`src/rtl/ddc_ctrl_pkg.sv`:
```
// Shared definitions for the DDC configuration sequencer: register offsets,
// control bit positions, sequencer states and the shadow register bundle.
package ddc_ctrl_pkg;

  localparam logic [6:0] FREQ_OFS = 7'd0;
  localparam logic [6:0] RATE_OFS = 7'd1;
  localparam logic [6:0] CTRL_OFS = 7'd2;

  localparam int unsigned COMMIT_BIT = 0;
  localparam int unsigned IMMED_BIT  = 1;

  typedef enum logic [1:0] {
    IDLE,
    RUN,
    WAIT_STB,
    FLUSH
  } ddc_state_t;

  typedef struct packed {
    logic [31:0] freq;
    logic [3:0]  rate2;
    logic [3:0]  rate1;
  } ddc_cfg_t;

endpackage

```
`src/rtl/ddc_ctrl_if.sv`:
```
// Serial settings bus as seen by the DDC channel sequencer.
interface ddc_ctrl_if;
  logic [6:0]  serial_addr;
  logic [31:0] serial_data;
  logic        serial_strobe;

  modport master (output serial_addr, serial_data, serial_strobe);
  modport slave  (input  serial_addr, serial_data, serial_strobe);
endinterface

```
`src/rtl/ddc_ctrl_shadow.sv`:
```
// Settings decode, shadow freq/rate registers and the pending/immediate
// commit latch feeding the ddc_ctrl sequencer.
module ddc_ctrl_shadow
  import ddc_ctrl_pkg::*;
#(
  parameter logic [6:0] BASE_ADDR = 7'd0,
  parameter logic [3:0] DEF_RATE1 = 4'd0,
  parameter logic [3:0] DEF_RATE2 = 4'd0
) (
  input  logic             clock,
  input  logic             reset,
  ddc_ctrl_if.slave        sbus,
  input  logic             apply,
  output ddc_cfg_t         shadow,
  output logic             pending,
  output logic             immediate
);

  logic wr_freq;
  logic wr_rate;
  logic wr_commit;
  logic pend_q;
  logic imm_q;

  assign wr_freq   = sbus.serial_strobe && (sbus.serial_addr == BASE_ADDR + FREQ_OFS);
  assign wr_rate   = sbus.serial_strobe && (sbus.serial_addr == BASE_ADDR + RATE_OFS);
  assign wr_commit = sbus.serial_strobe && (sbus.serial_addr == BASE_ADDR + CTRL_OFS)
                     && sbus.serial_data[COMMIT_BIT];

  // A commit is visible in the cycle it is written so an immediate commit
  // lands one cycle later; an apply in that same cycle absorbs it.
  assign pending   = pend_q | wr_commit;
  assign immediate = wr_commit ? sbus.serial_data[IMMED_BIT] : imm_q;

  always_ff @(posedge clock) begin
    if (reset) begin
      shadow.freq  <= '0;
      shadow.rate1 <= DEF_RATE1;
      shadow.rate2 <= DEF_RATE2;
      pend_q       <= 1'b0;
      imm_q        <= 1'b0;
    end else begin
      if (wr_freq) shadow.freq <= sbus.serial_data;
      if (wr_rate) begin
        shadow.rate1 <= sbus.serial_data[3:0];
        shadow.rate2 <= sbus.serial_data[7:4];
      end
      if (wr_commit) imm_q <= sbus.serial_data[IMMED_BIT];
      if (apply)          pend_q <= 1'b0;
      else if (wr_commit) pend_q <= 1'b1;
    end
  end

endmodule

```
`src/rtl/ddc_ctrl.sv`:
```
// DDC channel configuration sequencer: applies shadowed freq/rate settings on
// a strobe boundary and flushes after rate changes. Optional stalled-strobe
// timeout is enabled by defining DDC_CTRL_TIMEOUT_EN.
module ddc_ctrl
  import ddc_ctrl_pkg::*;
#(
  parameter logic [6:0]  BASE_ADDR      = 7'd0,
  parameter int unsigned FLUSH_CYCLES   = 16,
  parameter int unsigned TIMEOUT_CYCLES = 512,
  parameter logic [3:0]  DEF_RATE1      = 4'd0,
  parameter logic [3:0]  DEF_RATE2      = 4'd0
) (
  input  logic        clock,
  input  logic        reset,
  ddc_ctrl_if.slave   sbus,
  input  logic        master_enable,
  input  logic        ddc_strobe,
  output logic        ddc_enable,
  output logic [31:0] freq,
  output logic [3:0]  rate1,
  output logic [3:0]  rate2,
  output logic        busy,
  output logic        commit_done
);

  ddc_state_t state;
  ddc_state_t state_nxt;
  ddc_cfg_t   shadow;
  logic       pending;
  logic       immediate;
  logic       apply;
  logic       rate_chg;
  logic       timeout;
  logic       flush_last;
  logic [7:0] flush_cnt;

  ddc_ctrl_shadow #(
    .BASE_ADDR (BASE_ADDR),
    .DEF_RATE1 (DEF_RATE1),
    .DEF_RATE2 (DEF_RATE2)
  ) u_shadow (
    .clock     (clock),
    .reset     (reset),
    .sbus      (sbus),
    .apply     (apply),
    .shadow    (shadow),
    .pending   (pending),
    .immediate (immediate)
  );

`ifdef DDC_CTRL_TIMEOUT_EN
  localparam int unsigned TW = $clog2(TIMEOUT_CYCLES + 1);
  logic [TW-1:0] wait_cnt;

  always_ff @(posedge clock) begin
    if (reset || state != WAIT_STB) wait_cnt <= '0;
    else                            wait_cnt <= wait_cnt + TW'(1);
  end

  assign timeout = (wait_cnt == TW'(TIMEOUT_CYCLES - 1));
`else
  assign timeout = 1'b0;
`endif

  assign rate_chg   = {shadow.rate2, shadow.rate1} != {rate2, rate1};
  assign flush_last = (flush_cnt == 8'(FLUSH_CYCLES - 1));

  // IDLE applies even while master_enable is low; elsewhere a low
  // master_enable wins over any apply so the pending commit lands in IDLE.
  always_comb begin
    apply     = 1'b0;
    state_nxt = state;
    if (state == IDLE) begin
      apply = pending;
      if (master_enable) state_nxt = RUN;
    end else if (!master_enable) begin
      state_nxt = IDLE;
    end else begin
      unique case (state)
        RUN: begin
          if (pending && immediate) begin
            apply     = 1'b1;
            state_nxt = rate_chg ? FLUSH : RUN;
          end else if (pending) begin
            state_nxt = WAIT_STB;
          end
        end
        WAIT_STB: begin
          if (pending && (ddc_strobe || timeout)) begin
            apply     = 1'b1;
            state_nxt = rate_chg ? FLUSH : RUN;
          end
        end
        FLUSH: begin
          if (flush_last) state_nxt = RUN;
        end
        default: state_nxt = IDLE;
      endcase
    end
  end

  always_ff @(posedge clock) begin
    if (reset) begin
      state       <= IDLE;
      flush_cnt   <= '0;
      freq        <= '0;
      rate1       <= DEF_RATE1;
      rate2       <= DEF_RATE2;
      ddc_enable  <= 1'b0;
      busy        <= 1'b0;
      commit_done <= 1'b0;
    end else begin
      state       <= state_nxt;
      flush_cnt   <= (state == FLUSH && state_nxt == FLUSH) ? flush_cnt + 8'd1 : '0;
      ddc_enable  <= (state_nxt == RUN) || (state_nxt == WAIT_STB);
      busy        <= (state_nxt == WAIT_STB) || (state_nxt == FLUSH);
      commit_done <= apply;
      if (apply) begin
        freq  <= shadow.freq;
        rate1 <= shadow.rate1;
        rate2 <= shadow.rate2;
      end
    end
  end

endmodule

```
`src/flat_wrapper.sv`:
```
// flat-port wrapper written by rule: the top's interface ports become plain ports
module ddc_ctrl_flat import ddc_ctrl_pkg::*;
#(
  parameter logic [6:0]  BASE_ADDR      = 7'd0,
  parameter int unsigned FLUSH_CYCLES   = 16,
  parameter int unsigned TIMEOUT_CYCLES = 512,
  parameter logic [3:0]  DEF_RATE1      = 4'd0,
  parameter logic [3:0]  DEF_RATE2      = 4'd0
)
  (clock, reset, master_enable, ddc_strobe, ddc_enable, freq, rate1, rate2, busy, commit_done, sbus_serial_addr, sbus_serial_data, sbus_serial_strobe);
  ddc_ctrl_if sbus_i ();
  input  logic clock;
  input  logic reset;
  input  logic master_enable;
  input  logic ddc_strobe;
  output logic ddc_enable;
  output logic [31:0] freq;
  output logic [3:0] rate1;
  output logic [3:0] rate2;
  output logic busy;
  output logic commit_done;
  input wire logic [$bits(sbus_i.serial_addr)-1:0] sbus_serial_addr;
  input wire logic [$bits(sbus_i.serial_data)-1:0] sbus_serial_data;
  input wire logic [$bits(sbus_i.serial_strobe)-1:0] sbus_serial_strobe;
  assign sbus_i.serial_addr = sbus_serial_addr;
  assign sbus_i.serial_data = sbus_serial_data;
  assign sbus_i.serial_strobe = sbus_serial_strobe;
  ddc_ctrl #(.BASE_ADDR(BASE_ADDR), .FLUSH_CYCLES(FLUSH_CYCLES), .TIMEOUT_CYCLES(TIMEOUT_CYCLES), .DEF_RATE1(DEF_RATE1), .DEF_RATE2(DEF_RATE2)) u_core (.clock(clock), .reset(reset), .sbus(sbus_i), .master_enable(master_enable), .ddc_strobe(ddc_strobe), .ddc_enable(ddc_enable), .freq(freq), .rate1(rate1), .rate2(rate2), .busy(busy), .commit_done(commit_done));
endmodule
```
`config.mk`:
```
export PLATFORM = sky130hd
export DESIGN_NAME = ddc_ctrl_flat
export DESIGN_NICKNAME = d
export VERILOG_FILES = /design/src/rtl/ddc_ctrl_pkg.sv /design/src/rtl/ddc_ctrl_if.sv /design/src/rtl/ddc_ctrl_shadow.sv /design/src/rtl/ddc_ctrl.sv /design/src/flat_wrapper.sv
export SDC_FILE = /design/constraint.sdc
export NUM_CORES = 1
export LEC_CHECK = 0
export ABC_AREA = 1
export CAP_MARGIN = 20
export CORE_MARGIN = 2
export CORE_UTILIZATION = 31
export DETAILED_ROUTE_END_ITERATION = 12
export MAX_ROUTING_LAYER = met4
export PLACE_DENSITY = 0.62
export SLEW_MARGIN = 20
export SYNTH_ARGS = -nofsm -noshare
export SYNTH_HDL_FRONTEND = slang
export SYNTH_SLANG_ARGS = --single-unit
```
`constraint.sdc`:
```
create_clock -name clock -period 2.4 [get_ports clock]
set_input_delay 0.48 -clock clock [delete_from_list [all_inputs] [get_ports clock]]
set_output_delay 0.48 -clock clock [all_outputs]
set_load 0.005 [all_outputs]
```
==> run_results.csv, run 1 <==
group,metric,value,unit
outcome,status,"finished clean",
final_layout,antenna_cells,0,
critical_path,endpoint_kind,"flop",
synthesis,seq_area_frac_synth,48.6,%
synthesis,yosysWarnings,0,
critical_path,path_class,"in2reg",
routing,wl_per_cell,13.3,µm
routing,routed_wl,10.2,mm
critical_path,critPathTopFamily,"buffers and inverters",
clocking,cts-root-buf,"clkbuf_16",
floorplan,rows,41,
clocking,cts-htree-levels,3,
floorplan,start_util,31.4,%
global_routing,antenna_found_initial,0,
synthesis,synth_cells,507,
routing,drtPass1Iterations,4,
floorplan,chipWidth,116,µm
synthesis,post_synth.cell_area_avg,7.72,µm²
global_routing,grt_overflow,0,
pwr,peakVddDrop,0.000404,V
timing,fin_skew,0.00674,ns
routing,drt-initial-drc-count,220,
critical_path,worst_ep_arrival_time,2.45,ns
timing,hold_violations,0,
synthesis,ys_ff_latch,95,
placed_design,dp_slack,-0.345,ns
pwr,leakage,2.31,nW
placed_design,place.gp.congestion,0.826,
synthesis,netlist_area,3920,µm²
final_layout,final_layout_size_suffix_gt1_share,10.2,%
critical_path,startpoint_type,"primary input",
timing,finalSetupViolCount,0,
clocking,cts.sinks,95,
worst_hold_path,hp-class,"reg2reg",
placed_design,io_buffer_count,86,
synthesis,synth_cell_types,24,
timing,worst_slack,0.177,ns
timing,fin_crit_sh,92.6,%
routing,vias_per_cell,4.81,
floorplan,coreArea,12500,µm²
final_layout,nets,644,
routing,ant_nets,0,
floorplan,die_area,13500,µm²
timing,finalMaxSlewViolations,0,
floorplan,die_y,116,µm
pwr,p_per_area,596,nW/µm²
global_routing,grt_pass1_vias,3462,
clocking,worst_skew_pair.late_latency,0.34,ns
timing,timing.fmax,450,MHz
timing,fin_tns_setup,0,ns
timing,grt_setup_unrepaired,"false",
critical_path,crit_required,2.63,ns
global_routing,grt_pass1_wl,16.3,mm
timing,timing.slew.headroom,69.0,%
global_routing,grt_max_degree,70,
final_layout,syn_to_final_growth,38.3,%
critical_path,cp_slowest_stage_delay,0.49,ns
routing,vias,3706,
run,drv_cap,0,
critical_path,cp_slowest_cell,"clkdlybuf4s50_1",
clocking,clk_pin_slew,0.07,ns
placed_design,dp_hpwl,6.95,mm
routing,drc_errors,0,
critical_path,path_cells,"clkdlybuf4s50_1 > nand3_2 > nor2_4 > nand2_4 > nand2_4 > nor2_1 > o21ai_1 > nand3_1 > o21bai_1 > inv_1 > ha_2 > inv_1 > nor3_2 > buf_4 > o21ai_0 > a21oi_1",
synthesis,synth_nets,558,
critical_path,path_buf_inv,4,
global_routing,grt_usage,15.7,%
timing,timing.final.crit_period,2.22,ns
clocking,holdBufCountCts,0,
clocking,cts_inserted_buffers,9,
timing,worstMarginPinSlew,0.464,ns
critical_path,cp_max_fo,5,
clocking,cts_tree,"yes",
critical_path,reg2reg_slack,0.39,ns
floorplan,io-pin-count,87,
clocking,cts_buffer_depth,2,
## area by class of cell
cell class                      count  area (µm²)
Fill cell                        1233        7050
Sequential cell                    95        1900
Multi-Input combinational cell    337        1740
Timing Repair Buffer              110        1100
Clock buffer                        9         225
Tap cell                          172         215
Inverter                           40         153
Clock inverter                      7        78.8
## Yosys cell counts (all sizes together)
cell type | instances | area (µm²)
clkbuf | 19 | 71.3
xor2 | 1 | 8.76
nand4 | 40 | 250
nor4 | 1 | 21.3
inv | 40 | 150
o21bai | 1 | 7.51
a21oi | 25 | 129
nand3 | 53 | 278
buf | 16 | 97.6
nand2 | 82 | 325
ha | 7 | 87.6
o21ai | 43 | 215
dfxtp | 95 | 1900
nand3b | 1 | 11.3
nor3 | 29 | 155
nor2 | 54 | 205
## metrics by stage
| step | util (%) | instances | hold slack, ns | power (W) | cell area (µm²) |
|---|---|---|---|---|---|
| final | 43.4 | 770 | 0.455 | 0.00322 | 5410 |
| after CTS | 42.9 | 768 | 0.458 | 0.00326 | 5340 |
| after global routing | 43.4 | 770 | 0.482 | 0.00335 | 5410 |
| after global placement | 40.4 | 752 | 0.428 | 0.00179 | 5040 |
| after detailed placement | 40.4 | 752 | 0.450 | 0.00180 | 5040 |
| after floorplan | - | 507 | 0.418 | 0.00169 | 3920 |
## registers in the layout (all words and copies together) (netlist names)
signal and count:
u_core.u_shadow.shadow 40, u_core.freq 32, u_core.flush_cnt 8, u_core.rate1 4, u_core.rate2 4, u_core.state 2
u_core.busy 1, u_core.commit_done 1, u_core.ddc_enable 1, u_core.u_shadow.imm_q 1, u_core.u_shadow.pend_q 1
## worst min-delay path: stages, from the launching register on
cell	delay [ns]
dfxtp_1	0.31
nand3_1	0.07
nand2_1	0.04
## worst paths after layout
| check | start | endpoint | depth (start not counted) |
|---|---|---|---|
| worst max-delay path | sbus_serial_addr[1] | u_core.flush_cnt[3] | 16 |
| worst min-delay path | u_core.u_shadow.shadow[37] | u_core.freq[29] | 2 |
| worst min register to register | u_core.u_shadow.shadow[37] | u_core.freq[29] | 2 |
| worst max register to register | u_core.rate1[3] | u_core.flush_cnt[3] | 17 |
## logic make-up after synthesis
family          Yosys count  synth area share [%]
xor+xnor                  1                 0.224
fa+ha+maj                 7                  2.24
compound gates           69                  8.98
buf+inv                  75                  8.15
simple gates            260                  31.8
flops                    95                  48.6
## repair_timing
action,in CTS,in global routing
endpoints found under the setup margin,0,8
gates resized for setup,0,18
setup buffers,0,2
## placed cells by master (no fill, tap or decap), types with 2 or more instances in the layout
cell,n
clkbuf_16,9
nand3_1,51
dlymetal6s2s_1,5
clkdlybuf4s50_1,81
buf_4,20
nand2_1,76
nor2_1,51
nand2_4,3
a21oi_1,24
inv_1,37
nor3_1,26
nand2_2,3
inv_6,3
dfxtp_1,95
ha_1,6
nor2_2,2
o21ai_0,42
nor3_2,2
inv_2,2
nand4_1,40
buf_12,4
clkinvlp_4,3
## per-layer routing
| metal | track usage (%) | vias to the layer above | part of all wire [%] |
|---|---|---|---|
| li1 | - | 1875 | - |
| met1 | 19.7 | 1732 | 47 |
| met2 | 25.2 | 90 | 46 |
| met3 | 3.37 | 9 | 5.1 |
| met4 | 5.71 | 0 | 1.4 |
| met5 | - | - | 0 |
## where the power goes
group	switching [W]	internal, W
clock	0.000641	0.000819
sequential	0.00000418	0.00158
combinational	0.0000860	0.0000935
total	0.000731	0.00249
Note: power is estimated with default switching activity, not from simulation.
==> run 2, diff against run 1 <==
--- a/config.mk
+++ b/config.mk
@@ -7,6 +7,7 @@
 export LEC_CHECK = 0
 export ABC_AREA = 1
 export CAP_MARGIN = 20
+export CORE_ASPECT_RATIO = 0.7
 export CORE_MARGIN = 2
 export CORE_UTILIZATION = 31
 export DETAILED_ROUTE_END_ITERATION = 12
==> run_results.csv, run 2 (synthesized netlist as in run 1, its figures left out) <==
group,metric,value,unit
global_routing,grt_overflow,0,
routing,routed_wl,10.8,mm
pwr,p_per_area,570,nW/µm²
global_routing,grt_pass1_wl,17.7,mm
final_layout,mostFrequentLayoutCell,"dfxtp_1",
timing,hold_violations,0,
pwr,leakage,2.38,nW
routing,vias_per_cell,4.89,
placed_design,place.gp.congestion,0.803,
floorplan,die_y,98.0,µm
timing,finalSetupViolCount,0,
final_layout,layout_common_cells,"dfxtp_1, clkdlybuf4s50_1, nand2_1",
critical_path,startpoint_type,"primary input",
floorplan,rows,34,
pwr,power_frac_seq,50.4,%
critical_path,endpoint_kind,"flop",
timing,timing.final.crit_period,2.32,ns
timing,fin_crit_sh,96.6,%
critical_path,cp_slowest_stage_delay,0.44,ns
critical_path,path_buf_inv,5,
clocking,clk_pin_slew,0.06,ns
routing,drt-initial-drc-count,331,
routing,wl_per_cell,14.0,µm
routing,vias,3749,
critical_path,worst-r2r-cell-count,17,
floorplan,coreArea,12400,µm²
global_routing,antenna_found_initial,0,
run,drv_cap,0,
final_layout,syn_to_final_growth,40.9,%
pwr,clockPowerShare,43.3,%
placed_design,dp_hpwl,7.37,mm
final_layout,top_regs,"u_core.u_shadow.shadow: 40 flops, u_core.freq: 32 flops, u_core.flush_cnt: 8 flops",
final_layout,antenna_cells,0,
routing,ant_nets,0,
clocking,cts_inserted_buffers,9,
pwr,p_total,0.00314,W
critical_path,path_depth,15,
worst_hold_path,hp-class,"reg2reg",
critical_path,worst_ep_arrival_time,2.54,ns
pwr,netSwitchingFraction,22.9,%
clocking,cts-htree-levels,3,
pwr,p_int,0.00242,W
timing,finalMaxSlewViolations,0,
critical_path,path_cells,"clkdlybuf4s50_1 > nor3_4 > nand2_4 > nand2_2 > nand2_1 > nand3_1 > nand2_2 > o21bai_1 > inv_1 > ha_4 > inv_1 > nor3_2 > buf_4 > inv_2 > a21oi_1",
worst_hold_path,hold_end,"u_core.flush_cnt[0]",
clocking,worst_skew_pair.late_latency,0.35,ns
timing,fin_skew,0.00896,ns
final_layout,fill_cells,1201,
timing,timing.slew.headroom,68.9,%
final_layout,nets,650,
final_layout,largest_reg_flops,40,
worst_hold_path,hold_depth,1,
placed_design,io_buffer_count,86,
critical_path,rr_startpoint,"u_core.rate2[2]",
floorplan,chipWidth,138,µm
global_routing,grt_pass1_vias,3485,
pwr,combPwrFrac,6.3,%
critical_path,path_class,"in2reg",
critical_path,r2r_end,"u_core.flush_cnt[6]",
critical_path,cp_max_fo,5,
final_layout,final_layout_size_suffix_gt1_share,11.6,%
global_routing,grt_max_degree,121,
outcome,status,"finished clean",
routing,drtPass1Iterations,5,
timing,worstMarginPinSlew,0.467,ns
clocking,cts_tree,"yes",
critical_path,cp_slowest_cell,"clkdlybuf4s50_1",
critical_path,critPathTopFamily,"buffers and inverters",
clocking,cts-root-buf,"clkbuf_16",
clocking,cts.sinks,95,
clocking,cts_buffer_depth,2,
floorplan,die_area,13600,µm²
global_routing,grt_usage,16.7,%
final_layout,final_area,5520,µm²
placed_design,post_dp_cell_area,5130,µm²
critical_path,crit_required,2.62,ns
critical_path,reg2reg_slack,0.22,ns
floorplan,start_util,31.6,%
routing,drc_errors,0,
worst_hold_path,hold_start,"u_core.flush_cnt[0]",
timing,timing.fmax,432,MHz
pwr,peakVddDrop,0.000323,V
floorplan,io-pin-count,87,
pwr,p_switching,0.000721,W
final_layout,top_register,"u_core.u_shadow.shadow",
[run 2: cell count changes in the layout (fill, tap and decap cells not counted), sizes merged]
cell	change
clkinv	+4
buf	+6
clkbuf	+2
clkinvlp	-2
bufinv	-1
clkdlybuf4s50	-2
inv	-3
dlymetal6s2s	+2
[run 2: worst max path at each step]
stage | startpoint | to | slack (ns)
after floorplan | sbus_serial_addr[3] | u_core.flush_cnt[2] | 0.26
after global placement | sbus_serial_addr[3] | u_core.flush_cnt[6] | -0.27
after detailed placement | sbus_serial_addr[3] | u_core.flush_cnt[2] | -0.41
after CTS | sbus_serial_addr[3] | u_core.flush_cnt[6] | 0.004
after global routing | sbus_serial_addr[5] | u_core.flush_cnt[2] | -0.03
final | sbus_serial_addr[5] | u_core.flush_cnt[6] | 0.08
[run 2: power by group through the flow]
stage                     Sequential [W]  Clock (W)  Combinational [W]
after floorplan                  0.00162          0          0.0000657
after global routing             0.00159    0.00147           0.000212
after global placement           0.00162          0           0.000180
after CTS                        0.00159    0.00139           0.000189
after detailed placement         0.00162          0           0.000183
final                            0.00159    0.00136           0.000197
[run 2: layout make-up]
type | count | area [µm²] | area share [%]
Inverter | 40 | 151 | 2.75
Clock inverter | 5 | 42.5 | 0.771
Tap cell | 162 | 203 | 3.68
Clock buffer | 11 | 243 | 4.40
Multi-Input combinational cell | 337 | 1770 | 32.1
Sequential cell | 95 | 1900 | 34.5
Timing Repair Buffer | 116 | 1200 | 21.8
[run 2: layer usage]
layer,track usage (%),vias to the layer above,wire length (µm)
li1,-,1891,-
met1,22.7,1713,5200
met2,24.2,129,4700
met3,4.66,16,708
met4,4.79,0,146
met5,-,-,0
[run 2: stage by stage]
| stage | util [%] | cells | TNS, ns | hold WS, ns | worst slack, ns |
|---|---|---|---|---|---|
| global route | 44.6 | 766 | -0.0288 | 0.460 | -0.0282 |
| finish | 44.6 | 766 | 0 | 0.443 | 0.0826 |
| CTS | 43.9 | 766 | 0 | 0.444 | 0.00367 |
| detailed placement | 41.4 | 748 | -5.99 | 0.433 | -0.405 |
| floorplan | - | 507 | 0 | 0.418 | 0.265 |
| global placement | 41.4 | 748 | -2.01 | 0.427 | -0.267 |
[run 2: repair_timing]
| action | CTS | global route |
|---|---|---|
| pin swaps | 1 | 8 |
| hold buffers | 0 | 0 |
| setup endpoints to repair | 5 | 9 |
| hold endpoints to repair | 0 | 0 |
| gates cloned | 0 | 0 |
| resized for setup | 3 | 22 |
| buffers inserted | 2 | 0 |
